$ cat src/rtl/serial_addsub_pkg.sv
// serial_addsub_pkg: state encoding, default operand width and counter-width helper
package serial_addsub_pkg;
    localparam int DEFAULT_WIDTH = 8;
    typedef enum logic [1:0] {IDLE = 2'd0, SHIFT = 2'd1, DONE = 2'd2} state_t;
    function automatic int cnt_width(input int width);
        return (width < 2) ? 1 : $clog2(width);
    endfunction
endpackage

$ cat src/rtl/serial_addsub_if.sv
// serial_addsub_if: start/done handshake and operand/result bus; optional zero flag under SERIAL_ADDSUB_ZERO_FLAG_EN
interface serial_addsub_if import serial_addsub_pkg::*; #(parameter int WIDTH = DEFAULT_WIDTH);
    logic             start;
    logic             sub;
    logic [WIDTH-1:0] a;
    logic [WIDTH-1:0] b;
    logic             busy;
    logic             done;
    logic [WIDTH-1:0] result;
    logic             carry_out;
    logic             overflow;
`ifdef SERIAL_ADDSUB_ZERO_FLAG_EN
    logic             zero;
    modport master (output start, sub, a, b, input busy, done, result, carry_out, overflow, zero);
    modport slave  (input start, sub, a, b, output busy, done, result, carry_out, overflow, zero);
`else
    modport master (output start, sub, a, b, input busy, done, result, carry_out, overflow);
    modport slave  (input start, sub, a, b, output busy, done, result, carry_out, overflow);
`endif
endinterface

$ cat src/rtl/serial_addsub_full_adder_cell.sv
// full_adder_cell: combinational one-bit full adder
module full_adder_cell (
    input  logic i_x,
    input  logic i_y,
    input  logic i_cin,
    output logic o_s,
    output logic o_cout
);
    assign o_s    = i_x ^ i_y ^ i_cin;
    assign o_cout = (i_x & i_y) | (i_x & i_cin) | (i_y & i_cin);
endmodule

$ cat src/rtl/serial_addsub.sv
// serial_addsub: LSB-first bit-serial adder/subtractor; optional zero flag under SERIAL_ADDSUB_ZERO_FLAG_EN
module serial_addsub import serial_addsub_pkg::*; #(
    parameter int WIDTH = DEFAULT_WIDTH
) (
    input  logic           clk,
    input  logic           rst_n,
    serial_addsub_if.slave bus
);
    localparam int CW = cnt_width(WIDTH);

    state_t           r_state;
    state_t           w_next;
    logic [WIDTH-1:0] r_op_a;
    logic [WIDTH-1:0] r_op_b;
    logic [WIDTH-1:0] r_shift;
    logic [WIDTH-1:0] r_result;
    logic [CW-1:0]    r_cnt;
    logic             r_carry;
    logic             r_carry_out;
    logic             r_overflow;
    logic             w_sum;
    logic             w_cout;
    logic             w_accept;
    logic             w_last;
    logic [WIDTH-1:0] w_final;

    assign w_accept = (r_state == IDLE) && bus.start;
    assign w_last   = (r_state == SHIFT) && (r_cnt == CW'(WIDTH - 1));
    assign w_final  = {w_sum, r_shift[WIDTH-1:1]};

    full_adder_cell u_fa (
        .i_x    (r_op_a[0]),
        .i_y    (r_op_b[0]),
        .i_cin  (r_carry),
        .o_s    (w_sum),
        .o_cout (w_cout)
    );

    // state register
    always_ff @(posedge clk or negedge rst_n) begin
        if (!rst_n) r_state <= IDLE;
        else        r_state <= w_next;
    end

    // next-state logic: one pass of WIDTH shift cycles, then a single DONE cycle
    always_comb begin
        w_next = r_state;
        case (r_state)
            IDLE:    w_next = bus.start ? SHIFT : IDLE;
            SHIFT:   w_next = w_last ? DONE : SHIFT;
            default: w_next = IDLE;
        endcase
    end

    // state-decoded handshake outputs
    always_comb begin
        bus.busy = (r_state != IDLE);
        bus.done = (r_state == DONE);
    end

    // operand load (subtract = add inverted b with carry-in 1) and per-bit shifting
    always_ff @(posedge clk or negedge rst_n) begin
        if (!rst_n) begin
            r_op_a  <= '0;
            r_op_b  <= '0;
            r_shift <= '0;
            r_carry <= 1'b0;
            r_cnt   <= '0;
        end else if (w_accept) begin
            r_op_a  <= bus.a;
            r_op_b  <= bus.sub ? ~bus.b : bus.b;
            r_carry <= bus.sub;
            r_cnt   <= '0;
        end else if (r_state == SHIFT) begin
            r_op_a  <= r_op_a >> 1;
            r_op_b  <= r_op_b >> 1;
            r_shift <= w_final;
            r_carry <= w_cout;
            r_cnt   <= r_cnt + CW'(1);
        end
    end

    // visible result and flags update only on the final bit, so they hold between operations
    always_ff @(posedge clk or negedge rst_n) begin
        if (!rst_n) begin
            r_result    <= '0;
            r_carry_out <= 1'b0;
            r_overflow  <= 1'b0;
        end else if (w_last) begin
            r_result    <= w_final;
            r_carry_out <= w_cout;
            r_overflow  <= r_carry ^ w_cout;
        end
    end

    assign bus.result    = r_result;
    assign bus.carry_out = r_carry_out;
    assign bus.overflow  = r_overflow;

`ifdef SERIAL_ADDSUB_ZERO_FLAG_EN
    logic r_zero;

    // zero flag latched alongside the result
    always_ff @(posedge clk or negedge rst_n) begin
        if (!rst_n)      r_zero <= 1'b0;
        else if (w_last) r_zero <= (w_final == '0);
    end

    assign bus.zero = r_zero;
`endif
endmodule

$ cat src/flat_wrapper.sv
// flat-port wrapper written by rule: the top's interface ports become plain ports
module serial_addsub_flat import serial_addsub_pkg::*;
#(
    parameter int WIDTH = DEFAULT_WIDTH
)
  (clk, rst_n, bus_start, bus_sub, bus_a, bus_b, bus_busy, bus_done, bus_result, bus_carry_out, bus_overflow);
  serial_addsub_if #(.WIDTH(WIDTH)) bus_i ();
  input  logic clk;
  input  logic rst_n;
  input wire logic [$bits(bus_i.start)-1:0] bus_start;
  input wire logic [$bits(bus_i.sub)-1:0] bus_sub;
  input wire logic [$bits(bus_i.a)-1:0] bus_a;
  input wire logic [$bits(bus_i.b)-1:0] bus_b;
  output wire logic [$bits(bus_i.busy)-1:0] bus_busy;
  output wire logic [$bits(bus_i.done)-1:0] bus_done;
  output wire logic [$bits(bus_i.result)-1:0] bus_result;
  output wire logic [$bits(bus_i.carry_out)-1:0] bus_carry_out;
  output wire logic [$bits(bus_i.overflow)-1:0] bus_overflow;
  assign bus_i.start = bus_start;
  assign bus_i.sub = bus_sub;
  assign bus_i.a = bus_a;
  assign bus_i.b = bus_b;
  assign bus_busy = bus_i.busy;
  assign bus_done = bus_i.done;
  assign bus_result = bus_i.result;
  assign bus_carry_out = bus_i.carry_out;
  assign bus_overflow = bus_i.overflow;
  serial_addsub #(.WIDTH(WIDTH)) u_core (.clk(clk), .rst_n(rst_n), .bus(bus_i));
endmodule
$ cat config.mk
export PLATFORM = sky130hd
export DESIGN_NAME = serial_addsub_flat
export DESIGN_NICKNAME = d
export VERILOG_FILES = /design/src/rtl/serial_addsub_pkg.sv /design/src/rtl/serial_addsub_if.sv /design/src/rtl/serial_addsub_full_adder_cell.sv /design/src/rtl/serial_addsub.sv /design/src/flat_wrapper.sv
export SDC_FILE = /design/constraint.sdc
export NUM_CORES = 1
export LEC_CHECK = 0
export CORE_AREA = 2 2 66 55
export CTS_CLUSTER_SIZE = 16
export DETAILED_ROUTE_END_ITERATION = 10
export DIE_AREA = 0 0 68 57
export PLACE_DENSITY_LB_ADDON = 0.2
export SLEW_MARGIN = 20
export SYNTH_ARGS = -nofsm -noshare
export SYNTH_HDL_FRONTEND = slang
export SYNTH_SLANG_ARGS = --single-unit
$ cat constraint.sdc
create_clock -name clk -period 2.85 [get_ports clk]
set_clock_uncertainty 0.2 [all_clocks]
set_input_delay 0.4275 -clock clk [delete_from_list [all_inputs] [get_ports clk]]
set_output_delay 0.4275 -clock clk [all_outputs]
set_load 0.01 [all_outputs]
==> impl_metrics.py <==
metrics = {
    "timing": {
        "relSlewSlack_pct": 43.2,
        "setup_viol": 0,
        "fin_crit_sh_pct": 76.7,
        "setup_tns_ns": 0,
        "period_needed_ns": 2.19,
        "fmax_ghz": 0.458,
        "rsz0062_at_grt": "no",
        "tightestPinTransition_ns": 0.852,
        "maxSlewViolCount": 0,
        "hold_ws_ns": 0.0381,
        "finalHoldViolations": 0,
    },
    "worst_setup_path": {
        "timing.rr.start": "u_core.r_cnt[0]",
        "cp-start-kind": "flop",
        "critPathRequiredTime_ns": 2.22,
        "cp-end-kind": "output pin",
        "worstRegToRegCells": 4,
        "endpoint": "bus_busy",
        "crit_path_start": "u_core.r_state[0]",
        "critPathMaxStageDelay_ns": 0.48,
        "ff2ff_setup_slack_ns": 0.89,
        "cp_cell_sequence": "or2_2 > clkdlybuf4s50_1",
        "worstPathMaxFanout": 8,
        "path_class": "reg -> out",
        "reg2reg_to": "u_core.bus.result[3]",
        "cp.arrival_ns": 1.56,
        "crit_slowest_cell": "clkdlybuf4s50_1",
    },
    "yosys": {
        "synth_nets": 183,
        "yosysSeqAreaShare_pct": 57.3,
        "syn-instance-count": 160,
        "synth-warning-count": 0,
        "synth_edf_count": 0,
        "synthesis.area_mm2": 0.00170,
        "async_flop_share_pct": 100,
        "ys_types": 27,
        "synth_seq_cells": 39,
        "syn_avg_cell_area_um2": 10.7,
        "synthFlopType": "dfrtp_1",
    },
    "layout": {
        "areaGrowthSynthToFinish_pct": 22.6,
        "layout.nets": 212,
        "diodes": 0,
        "finalNonFillerCells": 230,
        "fin_util_pct": 63.7,
        "drive_above_1_share_pct": 11.2,
    },
    "clock_network": {
        "cts_hold_buf": 0,
        "clk_latency_ns": 0.29,
        "cts_tree": "yes",
        "cts_resized": 0,
        "cts.sinks": 39,
        "postCtsSetupBuffers": 0,
        "cts_max_path_buffers": 2,
        "cts_made_buffers": 5,
        "htreeDepth": 2,
        "cts_root_buffer": "clkbuf_8",
        "clk_pin_slew_ns": 0.07,
    },
    "placed_design": {
        "dp_hpwl_mm": 2.19,
        "place_congestion": 0.772,
        "placedCellCount": 224,
        "port_buffers": 31,
    },
    "status": {
        "outcome": "complete, no violations",
    },
    "floorplan": {
        "dieArea_mm2": 0.00388,
        "fp.dieH_um": 57,
        "ioPinCount": 32,
        "fp-row-count": 19,
        "start_util_pct": 51.9,
        "die_x_um": 68,
        "core_mm2": 0.00328,
    },
    "routing": {
        "initialDrtViolationCount": 77,
        "via_per_inst": 5.35,
        "wire_per_inst_um": 14.4,
        "first_pass_iters": 4,
        "ant_nets": 0,
        "drt_wl_total_mm": 3.31,
        "dr_total_vias": 1230,
        "route.detailed.drc": 0,
    },
    "pwr": {
        "power_frac_clock_pct": 15.8,
        "p_comb_share_pct": 39.3,
        "ir_worst_vdd_mv": 0.541,
        "p_per_area_mw_per_mm2": 1020,
        "power.internal_uw": 1390,
        "p_sw_share_pct": 34.9,
        "leakagePower_uw": 0.000973,
        "p_seq_share_pct": 44.9,
        "p_sw_uw": 746,
    },
    "global_routing": {
        "grt_max_degree": 40,
        "grt_pass1_vias": 1169,
        "overflow": 0,
        "antenna_found_initial": 0,
        "grt_pass1_wl_mm": 5.46,
        "grt_util_all_layers_pct": 19.6,
    },
    "job": {
        "drv_cap": 0,
    },
    "min_path": {
        "holdCritPathClass": "in -> async",
    },
}
==> sequential cells by signal, indices dropped and copies added, names as in the netlist <==
| register | cells |
|---|---|
| u_core.bus.carry_out | 1 |
| u_core.bus.overflow | 1 |
| u_core.bus.result | 8 |
| u_core.r_carry | 1 |
| u_core.r_cnt | 3 |
| u_core.r_op_a | 8 |
| u_core.r_op_b | 8 |
| u_core.r_shift | 7 |
| u_core.r_state | 2 |
==> how the worst min path moves through the flow <==
stage	startpoint	depth (start not counted)	slack (ns)	endpoint
floorplan	rst_n	0	-0.07	u_core.bus.carry_out
global placement	u_core.r_op_a[4]	2	0.26	u_core.r_op_a[4]
detailed placement	u_core.r_shift[1]	2	0.26	u_core.r_shift[1]
CTS	rst_n	1	0.07	u_core.r_op_b[3]
global route	rst_n	1	0.11	u_core.r_op_b[1]
finish	rst_n	1	0.04	u_core.r_op_b[3]
==> power groups by stage <==
stage / clock (uW) / sequential, uW / combinational (uW)
4_1_cts: 345 / 962 / 853
5_1_grt: 368 / 998 / 944
3_3_place_gp: 0 / 957 / 818
3_5_place_dp: 0 / 969 / 850
6_report: 337 / 959 / 840
2_1_floorplan: 0 / 961 / 545
==> cells in the mapped netlist (2+ instances only) <==
master	n	area share [%]
mux2_2	9	5.9
a221o_2	3	2.0
nand2_1	45	9.9
a221o_1	4	2.3
xnor2_1	9	4.6
o21ai_0	3	0.88
nand3_1	4	1.2
dfrtp_1	39	57
nor2_1	12	2.6
buf_2	8	2.3
a31oi_1	5	1.8
ha_1	2	1.5
a22oi_1	3	1.3
==> final cells by class <==
cell class	instances	area, um2
Clock buffer	6	72.6
Sequential cell	39	976
Inverter	1	3.75
Multi-Input combinational cell	109	664
Timing Repair Buffer	33	320
Tap cell	42	52.6
Fill cell	273	1190
==> cell usage in the layout, fill, tap and decap left out, types with 2 or more instances in the layout <==
master / count
clkdlybuf4s50_1: 30
a22oi_1: 3
xnor2_1: 9
mux2_2: 9
buf_4: 2
nand2_1: 45
clkbuf_8: 5
a221o_1: 4
nor2_1: 12
nand3_1: 4
a221o_2: 3
ha_1: 2
dfrtp_1: 39
o21ai_0: 3
a31oi_1: 5
==> routing by layer <==
| metal | wire length, um | GRT usage [%] |
|---|---|---|
| met1 | 1530 | 26.1 |
| met2 | 1540 | 29.7 |
| met4 | 52 | 6.86 |
| met3 | 195 | 7.30 |
| met5 | 0 | 0 |
==> kinds of logic after synthesis <==
group | Yosys count | synth area share [%]
AND/OR/NAND/NOR | 68 | 16.7
flip-flops | 39 | 57.3
AO/OA/AOI/OAI | 20 | 9.10
buffers and inverters | 12 | 3.74
XOR/XNOR | 9 | 4.63
multiplexers | 9 | 5.95
adder cells (fa/ha/maj) | 3 | 2.64
==> critical path: cells and delay by family, from the launching register on <==
kind / cells / cell delay [ns]
buffers and inverters: 1 / 0.48
flip-flops: 1 / 0.46
AND/OR/NAND/NOR: 1 / 0.32
==> stage by stage <==
stage               total power (uW)  area, um2  worst slack (ns)
floorplan                       1510       1700              1.12
global placement                1780       2020             0.669
detailed placement              1820       2020             0.600
CTS                             2160       2090             0.654
global route                    2310       2090             0.615
finish                          2140       2090             0.665
Note: power is estimated with default switching activity, not from simulation.
==> variant 1 (same settings) <==
The package constant `DEFAULT_WIDTH` goes from 8 to 6.
--- a/src/rtl/serial_addsub_pkg.sv
+++ b/src/rtl/serial_addsub_pkg.sv
@@ -1,5 +1,5 @@
 // serial_addsub_pkg: state encoding, default operand width and counter-width helper
 package serial_addsub_pkg;
-    localparam int DEFAULT_WIDTH = 8;
+    localparam int DEFAULT_WIDTH = 6;
     typedef enum logic [1:0] {IDLE = 2'd0, SHIFT = 2'd1, DONE = 2'd2} state_t;
     function automatic int cnt_width(input int width);
Interface: changed (resized bus_a, bus_b and bus_result); port bits go from 32 to 26. No check against the original RTL was run, so the function may have changed too.
==> variant 1 against the unedited design <==
- power down 7.2%
- count of clock-buffer cells in the layout stayed put
- critical path type unchanged
- worst setup slack better by 0.028 ns
- highest routed layer unchanged
- sequential cell count shrank 8
- synthesized area is 17% lower
- final area down 14%
- non-clock buffer count shrank 6
- largest power group unchanged
- wire length fell by 21%
- global-route usage down 3.9 points
- sequential power decreased by 18%
==> variant 1: results (changes against the unedited design) <==
| Metric | Value |
|---|---|
| Status | completed (unchanged) |
| Bufs w/o clock | 27 (was 33) |
| Placed Cells | 200 (was 224) |
| DR WL met2 | 1.17 mm (was 1.54 mm) |
| Post-Syn Nets | 158 (was 183) |
| DR vias/cell | 4.95 (was 5.35) |
| Multiplexer share of the synthesized area | 5.54% (was 5.95%) |
| Adder-cell share of the synthesized area | 3.17% (was 2.64%) |
| Reg2reg setup slack | 1.00 ns (was 0.89 ns) |
| Non-clk invs | 2 (was 1) |
| Combinational Power | 0.747 mW (was 0.840 mW) |
| Layout cell share with drive strength beyond 1 | 12.0% (was 11.2%) |
| Pin count of the biggest net entering global routing | 32 (was 40) |
| Reg2Reg Depth | 3 (was 4) |
| Reg-to-reg endpoint | u_core.r_op_b[5] (was u_core.bus.result[3]) |
| Number of DRC markers in iteration 0 | 54 (was 77) |
| Layout area overhead | 26.2% (was 22.6%) |
| GR Util met2 | 22.7% (was 29.7%) |
| Met3 Track Usage GR | 7.69% (was 7.30%) |
| CTS Sinks | 31 (was 39) |
| Syn Area/Cell | 10.2 µm² (was 10.7 µm²) |
| Fin nets | 184 (was 212) |
| Synth Area in XOR/XNOR | 4.93% (was 4.63%) |
| Met1 track demand over resource | 20.9% (was 26.1%) |
| Register area | 776 µm² (was 976 µm²) |
| Cell Area, Placed | 1680 µm² (was 2020 µm²) |
| Total track usage | 15.7% (was 19.6%) |
| Power share of the combinational group | 37.7% (was 39.3%) |
| Seq. pwr | 0.789 mW (was 0.959 mW) |
| Min-Delay Path Class | reg -> reg (was in -> async) |
| Signal buf overhead | 14.8% (was 15.3%) |
| Synth Area in Compound Gates | 6.68% (was 9.10%) |
| Hold WS | 0.285 ns (was 0.0381 ns) |
| Drt wl/cell | 12.5 µm (was 14.4 µm) |
| Fillers | 295 (was 273) |
| Fin crit share | 75.7% (was 76.7%) |
| Max VDD drop | 0.000595 V (was 0.000541 V) |
| Gpl congestion | 0.759 (was 0.772) |
| Final WL | 2.60 mm (was 3.31 mm) |
| DR WL met3 | 140 µm (was 195 µm) |
| Yosys cell types | 29 (was 27) |
-- variant 1: cell types whose count changed after synthesis, moves of 2 or more --
cell     change
a221o_1      -4
a221o_2      -3
a31oi_1      +4
buf_2        -7
dfrtp_1      -8
mux2_2       -2
nand2_1      -4
nand3_1      +2
nor2_1       -2
o21ai_0      -2
xnor2_1      -7
xor2_1       +6
-- variant 1: cell families (layout without fill, tap and decap cells) --
kind of cell / count (synthesis) / count (layout)
and+or+nand+nor: 65 / 65
DFF: 31 / 31
AOI/OAI and AO/OA: 15 / 15
buffers and inverters: 10 / 37
xor gates and xnor gates: 8 / 8
muxes: 7 / 7
adders and majority gates: 3 / 3
-- variant 1: worst min-delay path, stage by stage, from the launching register on --
cell and delay, ns:
dfrtp_1 0.35, nand2_1 0.05, nand2_1 0.06
==> variant 2 (same flow settings) <==
Made on the original files. Re-encode `state_t` (3 states) as one-hot, 3 bits wide.
--- a/src/rtl/serial_addsub_pkg.sv
+++ b/src/rtl/serial_addsub_pkg.sv
@@ -2,5 +2,5 @@
 package serial_addsub_pkg;
     localparam int DEFAULT_WIDTH = 8;
-    typedef enum logic [1:0] {IDLE = 2'd0, SHIFT = 2'd1, DONE = 2'd2} state_t;
+    typedef enum logic [2:0] {IDLE = 3'b001, SHIFT = 3'b010, DONE = 3'b100} state_t;
     function automatic int cnt_width(input int width);
         return (width < 2) ? 1 : $clog2(width);
Behaviour: no difference found for any inputs over 10 cycles, from zero or initial values and one cycle with rst_n low; not proved beyond that.
==> variant 2 against the unedited design <==
- sequential share of layout area fell by 0.38 points
- final cell count rose by 0.43%
- first-iteration DRC count rose by 27%
- sequential cell count rose by 1
- wire length fell by 2.0%
- synthesized area rose by 2.4%
- power fell by 14%
- via count rose by 1.5%
- worst setup slack improved by 0.048 ns
- final area rose by 3.5%
- largest cell class unchanged
==> variant 2: results (changes against the unedited design) <==
| Metric | Value |
|---|---|
| Yosys cell types | 25 (was 27) |
| Total track usage | 19.1% (was 19.6%) |
| DR vias/cell | 5.40 (was 5.35) |
| CP peak stage delay | 0.56 ns (was 0.48 ns) |
| DP HPWL | 2.18 mm (was 2.19 mm) |
| Pin count of the biggest net entering global routing | 41 (was 40) |
| Commonest cells in the netlist | dfrtp_1, nand2_1, a21oi_1 (was nand2_1, dfrtp_1, nor2_1) |
| Port bufs | 31 (unchanged) |
| Drt wl/cell | 14.0 µm (was 14.4 µm) |
| Fin nets | 211 (was 212) |
| Hold WS | 0.0476 ns (was 0.0381 ns) |
| Measured slew at the worst slew-check pin | 0.855 ns (was 0.852 ns) |
| Reg2Reg Depth | 3 (was 4) |
| Critical R2R Launch | u_core.r_state[2] (was u_core.r_cnt[0]) |
| Number of global-route vias before repair | 1244 (was 1169) |
| Post-synthesis cell count | 157 (was 160) |
| Gpl congestion | 0.725 (was 0.772) |
| M1 WL | 1.45 mm (was 1.53 mm) |
| Top layer in use | met4 (unchanged) |
| Leak | 1.03 nW (was 0.973 nW) |
| Max VDD drop | 0.000444 V (was 0.000541 V) |
| Crit Path Max Fanout | 6 (was 8) |
| DR WL met2 | 1.60 mm (was 1.54 mm) |
| Status | completed (unchanged) |
| Seq/Total Area, Yosys | 57.4% (was 57.3%) |
| Number of DRC markers in iteration 0 | 98 (was 77) |
| Clock buffer depth | 2 (unchanged) |
| DR WL met3 | 153 µm (was 195 µm) |
| Post-Syn Nets | 180 (was 183) |
| CP arrival | 1.51 ns (was 1.56 ns) |
| Pint | 1.23 mW (was 1.39 mW) |
| First-pass GRT wire length | 5.44 mm (was 5.46 mm) |
| Top cells by area, synth | dfrtp_1, nand2_1, mux2_2 (unchanged) |
## variant 2: power groups by stage
| stage | logic, mW | registers (mW) | clock network [mW] |
|---|---|---|---|
| after CTS | 0.585 | 0.889 | 0.388 |
| after detailed placement | 0.580 | 0.901 | 0 |
| after floorplan | 0.440 | 0.864 | 0 |
| final | 0.578 | 0.889 | 0.377 |
| after global placement | 0.547 | 0.891 | 0 |
| after global routing | 0.658 | 0.914 | 0.417 |
## variant 2: how the worst max path moves through the flow
stage	startpoint	end	slack [ns]	cells after the start
detailed placement	bus_start	u_core.r_op_a[2]	0.86	5
global placement	bus_start	u_core.r_op_a[2]	0.91	5
floorplan	u_core.r_cnt[0]	u_core.bus.overflow	1.18	5
CTS	u_core.r_state[2]	bus_done	0.71	2
finish	u_core.r_state[2]	bus_done	0.71	2
global route	u_core.r_state[2]	bus_done	0.65	2
## variant 2: metrics by stage
stage | instance area (µm²) | std cells | utilization [%] | setup slack, ns
floorplan | 1750 | 157 | - | 1.18
global placement | 2070 | 223 | 63.2 | 0.910
detailed placement | 2070 | 223 | 63.2 | 0.864
CTS | 2160 | 231 | 65.9 | 0.710
global route | 2160 | 231 | 65.9 | 0.647
finish | 2160 | 231 | 65.9 | 0.713
## variant 2: worst max-delay path, delay by kind of cell, from the launching register on
kind	cells	cell delay, ns
buffers and inverters	1	0.56
DFF	1	0.45
and+or+nand+nor	1	0.22
## variant 2: area by class of cell
type                       instances  area (µm²)
inverter                           1        3.75
timing repair buffer              33         320
fill                             241        1120
sequential                        40        1000
tap                               42        52.6
clock buffer                       8        90.1
multi-input combinational        107         694
## variant 2: layer usage
metal  global-route usage [%]  vias up
li1                         -      598
met1                     24.3      613
met2                     30.4       33
met3                     4.93        4
met4                     9.43        0
met5                        0        -
## variant 2: cell families after synthesis
group | Yosys count | synth area share, %
compound gates | 34 | 12.6
flops | 40 | 57.4
fa+ha+maj | 3 | 2.58
buf+inv | 10 | 2.79
simple gates | 50 | 13.1
xor+xnor | 10 | 5.02
mux | 10 | 6.45
